<file path="src/rtl/overlay_pkg.sv">
// Shared widths, slot count and marker colours for the centroid overlay.
package overlay_pkg;

  localparam int TRK_X_W   = 9;
  localparam int TRK_Y_W   = 8;
  localparam int VID_X_W   = 11;
  localparam int VID_Y_W   = 10;
  localparam int MAX_BALLS = 7;
  localparam int IDX_W     = 3;
  localparam int PIX_W     = 24;

  localparam logic [PIX_W-1:0] PALETTE [MAX_BALLS] = '{
    24'hFF0000,  // red
    24'h00FF00,  // green
    24'h0000FF,  // blue
    24'hFFFF00,  // yellow
    24'h00FFFF,  // cyan
    24'hFF00FF,  // magenta
    24'hFFFFFF   // white
  };

  typedef logic [MAX_BALLS-1:0][TRK_X_W-1:0] bank_x_t;
  typedef logic [MAX_BALLS-1:0][TRK_Y_W-1:0] bank_y_t;

  function automatic logic [IDX_W-1:0] sat_count(input logic [IDX_W-1:0] n);
    return ({1'b0, n} > (IDX_W+1)'(MAX_BALLS)) ? IDX_W'(MAX_BALLS) : n;
  endfunction

endpackage

</file>
<file path="src/rtl/centroid_overlay_if.sv">
// Tracker results plus video in/out signals of the centroid overlay.
interface centroid_overlay_if;
  import overlay_pkg::*;

  bank_x_t            centroids_x_in;
  bank_y_t            centroids_y_in;
  logic [IDX_W-1:0]   num_balls_in;
  logic               centroids_valid_in;
  logic               new_frame_in;
  logic [VID_X_W-1:0] hcount_in;
  logic [VID_Y_W-1:0] vcount_in;
  logic [PIX_W-1:0]   pixel_in;
  logic               pixel_valid_in;
  logic [PIX_W-1:0]   pixel_out;
  logic               hit_out;
  logic [IDX_W-1:0]   hit_index_out;
  logic               pixel_valid_out;
  logic [IDX_W-1:0]   shown_count_out;

  modport master (
    output centroids_x_in, centroids_y_in, num_balls_in, centroids_valid_in,
           new_frame_in, hcount_in, vcount_in, pixel_in, pixel_valid_in,
    input  pixel_out, hit_out, hit_index_out, pixel_valid_out, shown_count_out
  );

  modport slave (
    input  centroids_x_in, centroids_y_in, num_balls_in, centroids_valid_in,
           new_frame_in, hcount_in, vcount_in, pixel_in, pixel_valid_in,
    output pixel_out, hit_out, hit_index_out, pixel_valid_out, shown_count_out
  );

endinterface

</file>
<file path="src/rtl/marker_hit.sv">
// Single-slot marker hit test in tracker coordinates (Chebyshev distance box).
module marker_hit
  import overlay_pkg::*;
#(
  parameter int MARKER_HALF = 3,
  parameter int FILLED      = 0
) (
  input  logic [VID_X_W-1:0] px,
  input  logic [VID_X_W-1:0] py,
  input  logic [TRK_X_W-1:0] cx,
  input  logic [TRK_Y_W-1:0] cy,
  output logic               hit
);

  localparam logic [VID_X_W-1:0] HALF = VID_X_W'(MARKER_HALF);

  logic [VID_X_W-1:0] cx_w, cy_w, dx, dy, dmax;

  // Compare-and-subtract keeps the distance unsigned without wrap-around.
  always_comb begin
    cx_w = VID_X_W'(cx);
    cy_w = VID_X_W'(cy);
    dx   = (px >= cx_w) ? (px - cx_w) : (cx_w - px);
    dy   = (py >= cy_w) ? (py - cy_w) : (cy_w - py);
    dmax = (dx >= dy) ? dx : dy;
    hit  = (dmax <= HALF) && ((FILLED != 0) || (dmax == HALF));
  end

endmodule

</file>
<file path="src/rtl/centroid_overlay.sv">
// Latches tracker centroids, promotes them at frame boundaries and draws
// coloured square markers into the pixel stream with a 2-cycle pipeline.
module centroid_overlay
  import overlay_pkg::*;
#(
  parameter int SCALE_SHIFT = 2,
  parameter int MARKER_HALF = 3,
  parameter int FILLED      = 0
) (
  input  logic              clk_in,
  input  logic              rst_in,
  centroid_overlay_if.slave bus
);

  logic             valid_q;
  logic             pending_full;
  bank_x_t          pend_x, disp_x;
  bank_y_t          pend_y, disp_y;
  logic [IDX_W-1:0] pend_n, shown_n;
  logic             capture, promote;

  assign capture = bus.centroids_valid_in & ~valid_q;
  assign promote = bus.new_frame_in & pending_full;

  // Promotion reads pending before a same-cycle capture overwrites it.
  always_ff @(posedge clk_in or negedge rst_in) begin
    if (!rst_in) begin
      valid_q      <= 1'b0;
      pending_full <= 1'b0;
      pend_x       <= '0;
      pend_y       <= '0;
      pend_n       <= '0;
      disp_x       <= '0;
      disp_y       <= '0;
      shown_n      <= '0;
    end else begin
      valid_q <= bus.centroids_valid_in;
      if (promote) begin
        disp_x  <= pend_x;
        disp_y  <= pend_y;
        shown_n <= pend_n;
      end
      if (capture) begin
        pend_x       <= bus.centroids_x_in;
        pend_y       <= bus.centroids_y_in;
        pend_n       <= sat_count(bus.num_balls_in);
        pending_full <= 1'b1;
      end else if (promote) begin
        pending_full <= 1'b0;
      end
    end
  end

  logic [VID_X_W-1:0]   px, py;
  logic [MAX_BALLS-1:0] slot_hit, hit_vec;

  assign px = bus.hcount_in >> SCALE_SHIFT;
  assign py = VID_X_W'(bus.vcount_in) >> SCALE_SHIFT;

  for (genvar g = 0; g < MAX_BALLS; g++) begin : g_slot
    marker_hit #(
      .MARKER_HALF (MARKER_HALF),
      .FILLED      (FILLED)
    ) u_hit (
      .px  (px),
      .py  (py),
      .cx  (disp_x[g]),
      .cy  (disp_y[g]),
      .hit (slot_hit[g])
    );
  end

  always_comb begin
    hit_vec = '0;
    for (int i = 0; i < MAX_BALLS; i++) begin
      hit_vec[i] = slot_hit[i] && (IDX_W'(i) < shown_n);
    end
  end

  logic [MAX_BALLS-1:0] hit_s1;
  logic [PIX_W-1:0]     pix_s1;
  logic                 pv_s1;

  always_ff @(posedge clk_in or negedge rst_in) begin
    if (!rst_in) begin
      hit_s1 <= '0;
      pix_s1 <= '0;
      pv_s1  <= 1'b0;
    end else begin
      hit_s1 <= hit_vec;
      pix_s1 <= bus.pixel_in;
      pv_s1  <= bus.pixel_valid_in;
    end
  end

  logic             sel_hit;
  logic [IDX_W-1:0] sel_idx;

  // Scan from the top so the lowest-index hitting slot is the last assignment.
  always_comb begin
    sel_hit = 1'b0;
    sel_idx = '0;
    for (int i = MAX_BALLS - 1; i >= 0; i--) begin
      if (hit_s1[i]) begin
        sel_hit = 1'b1;
        sel_idx = IDX_W'(i);
      end
    end
  end

  always_ff @(posedge clk_in or negedge rst_in) begin
    if (!rst_in) begin
      bus.pixel_out       <= '0;
      bus.hit_out         <= 1'b0;
      bus.hit_index_out   <= '0;
      bus.pixel_valid_out <= 1'b0;
    end else begin
      bus.pixel_out       <= sel_hit ? PALETTE[sel_idx] : pix_s1;
      bus.hit_out         <= sel_hit;
      bus.hit_index_out   <= sel_idx;
      bus.pixel_valid_out <= pv_s1;
    end
  end

  assign bus.shown_count_out = shown_n;

endmodule

</file>
<file path="src/flat_wrapper.sv">
// flat-port wrapper written by rule: the top's interface ports become plain ports
module centroid_overlay_flat import overlay_pkg::*;
#(
  parameter int SCALE_SHIFT = 2,
  parameter int MARKER_HALF = 3,
  parameter int FILLED      = 0
)
  (clk_in, rst_in, bus_centroids_x_in, bus_centroids_y_in, bus_num_balls_in, bus_centroids_valid_in, bus_new_frame_in, bus_hcount_in, bus_vcount_in, bus_pixel_in, bus_pixel_valid_in, bus_pixel_out, bus_hit_out, bus_hit_index_out, bus_pixel_valid_out, bus_shown_count_out);
  centroid_overlay_if bus_i ();
  input  logic clk_in;
  input  logic rst_in;
  input wire logic [$bits(bus_i.centroids_x_in)-1:0] bus_centroids_x_in;
  input wire logic [$bits(bus_i.centroids_y_in)-1:0] bus_centroids_y_in;
  input wire logic [$bits(bus_i.num_balls_in)-1:0] bus_num_balls_in;
  input wire logic [$bits(bus_i.centroids_valid_in)-1:0] bus_centroids_valid_in;
  input wire logic [$bits(bus_i.new_frame_in)-1:0] bus_new_frame_in;
  input wire logic [$bits(bus_i.hcount_in)-1:0] bus_hcount_in;
  input wire logic [$bits(bus_i.vcount_in)-1:0] bus_vcount_in;
  input wire logic [$bits(bus_i.pixel_in)-1:0] bus_pixel_in;
  input wire logic [$bits(bus_i.pixel_valid_in)-1:0] bus_pixel_valid_in;
  output wire logic [$bits(bus_i.pixel_out)-1:0] bus_pixel_out;
  output wire logic [$bits(bus_i.hit_out)-1:0] bus_hit_out;
  output wire logic [$bits(bus_i.hit_index_out)-1:0] bus_hit_index_out;
  output wire logic [$bits(bus_i.pixel_valid_out)-1:0] bus_pixel_valid_out;
  output wire logic [$bits(bus_i.shown_count_out)-1:0] bus_shown_count_out;
  assign bus_i.centroids_x_in = bus_centroids_x_in;
  assign bus_i.centroids_y_in = bus_centroids_y_in;
  assign bus_i.num_balls_in = bus_num_balls_in;
  assign bus_i.centroids_valid_in = bus_centroids_valid_in;
  assign bus_i.new_frame_in = bus_new_frame_in;
  assign bus_i.hcount_in = bus_hcount_in;
  assign bus_i.vcount_in = bus_vcount_in;
  assign bus_i.pixel_in = bus_pixel_in;
  assign bus_i.pixel_valid_in = bus_pixel_valid_in;
  assign bus_pixel_out = bus_i.pixel_out;
  assign bus_hit_out = bus_i.hit_out;
  assign bus_hit_index_out = bus_i.hit_index_out;
  assign bus_pixel_valid_out = bus_i.pixel_valid_out;
  assign bus_shown_count_out = bus_i.shown_count_out;
  centroid_overlay #(.SCALE_SHIFT(SCALE_SHIFT), .MARKER_HALF(MARKER_HALF), .FILLED(FILLED)) u_core (.clk_in(clk_in), .rst_in(rst_in), .bus(bus_i));
endmodule
</file>
<file path="config.mk">
export PLATFORM = sky130hd
export DESIGN_NAME = centroid_overlay_flat
export DESIGN_NICKNAME = d
export VERILOG_FILES = /design/src/rtl/overlay_pkg.sv /design/src/rtl/centroid_overlay_if.sv /design/src/rtl/marker_hit.sv /design/src/rtl/centroid_overlay.sv /design/src/flat_wrapper.sv
export SDC_FILE = /design/constraint.sdc
export NUM_CORES = 1
export LEC_CHECK = 0
export BUFFER_PORTS_ARGS = -buffer_cell sky130_fd_sc_hd__buf_4
export CORE_MARGIN = 5
export CORE_UTILIZATION = 35
export CTS_CLUSTER_DIAMETER = 100
export DETAILED_ROUTE_END_ITERATION = 16
export GPL_TIMING_DRIVEN = 0
export PLACE_DENSITY = 0.58
export SLEW_MARGIN = 20
export SYNTH_ARGS = -nofsm -noshare
export SYNTH_HDL_FRONTEND = slang
export SYNTH_SLANG_ARGS = --single-unit
</file>
<file path="constraint.sdc">
create_clock -name clk_in -period 5.8 [get_ports clk_in]
set_input_delay 1.16 -clock clk_in [delete_from_list [all_inputs] [get_ports clk_in]]
set_output_delay 1.16 -clock clk_in [all_outputs]
set_load 0.02 [all_outputs]
</file>
==> impl_metrics.env <==
export IMPL_setup_slack_ns=0.152
export IMPL_clk_pin_slew_ns=0.06
export IMPL_min_path_cells=0
export IMPL_avgSynthCellArea_sq_um=10.1
export IMPL_crit_fanout=8
export IMPL_combPwrFrac=0.557
export IMPL_cts_tree="done"
export IMPL_dieArea_sq_um=72200
export IMPL_regToRegSetupSlack_ns=0.81
export IMPL_synth_area_sq_um=23400
export IMPL_synth_seq_cells=307
export IMPL_clockBufferDepth=3
export IMPL_swShare=0.422
export IMPL_clkSinkCount=307
export IMPL_fp_row_count=94
export IMPL_setup_violations=0
export IMPL_start_kind="primary input"
export IMPL_antenna_found_initial=0
export IMPL_vias=18255
export IMPL_dominantRegCellSynth="dfrtp_1"
export IMPL_seq_area_frac_synth=0.328
export IMPL_yosysWarnings=0
export IMPL_pwr_share_seq=0.244
export IMPL_clkLatencyLatePin_ns=0.55
export IMPL_io_pins=204
export IMPL_crit_path_end_kind="flop"
export IMPL_grt_use_total=0.188
export IMPL_h_tree_depth=2
export IMPL_pre_cts_ws_ns=-1.22
export IMPL_worst_r2r_path_depth=17
export IMPL_clock_skew_ns=0.0150
export IMPL_syn2layout_area_growth_pct=17.9
export IMPL_place_area_sq_um=26100
export IMPL_finish_utilization=0.418
export IMPL_worstPathRequired_ns=6.25
export IMPL_grt_pass1_vias=19018
export IMPL_die_y_um=269
export IMPL_max_slew_margin_rel=0.266
export IMPL_routabilityCongestion=0.885
export IMPL_r2r_end="u_core.hit_s1[1]"
export IMPL_power_leakage_nw=13.2
export IMPL_hpwlAfterDp_um=54700
export IMPL_synthTopCellsByArea="dfrtp_1 (33%), ha_1 (17%), mux2_2 (12%)"
export IMPL_synth_top_area_cell="dfrtp_1"
export IMPL_worstSetupStartpoint="bus_hcount_in[7]"
export IMPL_p_total_mw=12.0
export IMPL_hold_path_class="reg -> reg"
export IMPL_min_period_over_period=0.974
export IMPL_holdPathEnd="u_core.bus.pixel_valid_out"
export IMPL_rr_startpoint="u_core.disp_x[12]"
export IMPL_crit_type="in -> reg"
export IMPL_outcome="finished, final reports clean"
export IMPL_arrival_ns=6.10
export IMPL_p_clk_frac=0.199
export IMPL_numCtsBuffers=39
export IMPL_drc=0
export IMPL_wl_per_cell_um=19.9
export IMPL_grt_max_degree=102
export IMPL_postCtsHoldBufs=0
export IMPL_intPower_mw=6.93
export IMPL_syn_nets=2832
export IMPL_gr_total_overflow=0
export IMPL_report_final_slew_viol_count=0
export IMPL_yosys_top_cells_count="ha_1 (311), dfrtp_1 (307), mux2_2 (257), inv_1 (223), a21oi_1 (140)"
export IMPL_drive_above_1_share=0.232
export IMPL_die_width_um=269
export IMPL_via_per_inst=5.26
export IMPL_post_synth_top_count_cell="ha_1"
export IMPL_fp_coreArea_sq_um=66100
export IMPL_maxCapViolations=0
export IMPL_routed_wl_um=69200
export IMPL_hold_viol=0
export IMPL_antenna_cells=0
export IMPL_layout_min_cycle_time_ns=5.65
export IMPL_synth_top_cell_area_share=0.328
export IMPL_ys_async_sr_fraction=1.00
export IMPL_ir_drop_v=0.000262
export IMPL_finalNetCount=3090
export IMPL_grt_pass1_wl_um=106000
export IMPL_final_area_sq_um=27600
export IMPL_start_util=0.354
export IMPL_clockRootBuffer="clkbuf_16"
export IMPL_fmax_mhz=177
export IMPL_power_density_nw_per_um2=435
export IMPL_power_switching_mw=5.07
export IMPL_drt_initial_drc_count=906
export IMPL_dr_pass1_iters=7
export IMPL_min_from="u_core.pv_s1"
export IMPL_final_antenna_net_count=0
export IMPL_placement_io_buffers=199
export IMPL_synth_edff_count=0
export IMPL_worst_slew_pin_slew_ns=1.10
export IMPL_synth_cell_types=79
export IMPL_syn_inst=2321
power by group through the flow:
stage	combinational [mW]	clock (mW)	sequential [mW]
floorplan	4.88	0	2.84
global placement	6.40	0	2.96
detailed placement	6.57	0	2.98
CTS	6.64	2.48	2.94
global route	7.47	2.55	2.99
finish	6.69	2.38	2.92
through the flow:
step	setup TNS, ns	hold slack, ns	std cells
floorplan	0	0.331	2321
global placement	-4.06	0.332	3384
detailed placement	-4.31	0.337	3388
CTS	0	0.350	3470
global route	-0.0185	0.355	3472
finish	0	0.347	3472
per-layer routing:
layer,vias to the layer above,share of wire,GRT usage
met2,413,0.50,0.340
met5,-,0,0
li1,8752,-,-
met3,99,0.044,0.0267
met4,0,0.024,0.0461
met1,8991,0.43,0.236
cell families after synthesis:
kind of cell               after synthesis  share of synthesized area
AOI/OAI and AO/OA                      543                      0.153
xor gates and xnor gates                90                     0.0337
adders and majority gates              339                      0.190
buffers and inverters                  292                     0.0473
DFF                                    307                      0.328
muxes                                  330                      0.155
and+or+nand+nor                        420                     0.0930
timing repair:
action / 4_1_cts / 5_1_grt
gates resized for setup: 16 / 19
setup buffers: 12 / 3
endpoints found under the setup margin: 4 / 5
pin swaps: 1 / 1
hold endpoints to repair: 0 / 0
final cells by class:
class / instances / area (sq um)
plain buffers: 68 / 270
clock buffers: 53 / 1110
clock inverters: 17 / 154
fillers: 6494 / 38500
inverters: 223 / 871
multi-input cells: 1722 / 14700
flip-flops and latches: 307 / 7680
well taps: 864 / 1080
repair buffers: 218 / 1700
sequential cells by signal, indices dropped and copies added (netlist names), 3 cells and up:
| register | flops |
|---|---|
| u_core.pend_y | 56 |
| u_core.pix_s1 | 24 |
| u_core.bus.pixel_out | 24 |
| u_core.bus.hit_index_out | 3 |
| u_core.disp_y | 56 |
| u_core.bus.shown_count_out | 3 |
| u_core.disp_x | 63 |
| u_core.hit_s1 | 7 |
| u_core.pend_x | 63 |
| u_core.pend_n | 3 |
cells in the final DEF (no fill, tap or decap), drive strengths merged, types with 26 or more instances in the layout:
| cell type | Yosys | final |
|---|---|---|
| mux2 | 257 | 257 |
| o21ai | 102 | 102 |
| nand2 | 89 | 89 |
| xor2 | 29 | 29 |
| ha | 311 | 311 |
| clkbuf | 60 | 112 |
| a21oi | 143 | 143 |
| nand3 | 26 | 26 |
| inv | 223 | 218 |
| nor2b | 45 | 45 |
| buf | 9 | 227 |
| mux2i | 73 | 73 |
| fa | 28 | 28 |
| a21o | 106 | 106 |
| nor2 | 102 | 102 |
| dfrtp | 307 | 307 |
| o21a | 29 | 29 |
| xnor2 | 61 | 61 |
worst max-delay path, cell delays in order:
cell and delay (ns):
buf_4 0.25, clkinvlp_4 0.24, ha_1 0.32, clkbuf_2 0.19, nand3_1 0.11, or3b_1 0.41
nor2b_1 0.19, a21oi_4 0.18, mux2i_2 0.28, xor2_2 0.27, ha_1 0.30, a21o_1 0.19
a21o_1 0.17, a21oi_1 0.14, o21ai_0 0.10, a2111o_1 0.43, a21oi_2 0.23, or4b_2 0.62
a221oi_2 0.30
how the worst max path moves through the flow:
stage | to | cells past startpoint | slack, ns
after global routing | u_core.hit_s1[1] | 19 | -0.02
after detailed placement | u_core.hit_s1[1] | 18 | -1.22
after CTS | u_core.hit_s1[0] | 19 | 0.02
after floorplan | u_core.hit_s1[1] | 18 | 0.31
final | u_core.hit_s1[1] | 19 | 0.15
after global placement | u_core.hit_s1[1] | 18 | -1.14
Note: power is estimated with default switching activity, not from simulation.
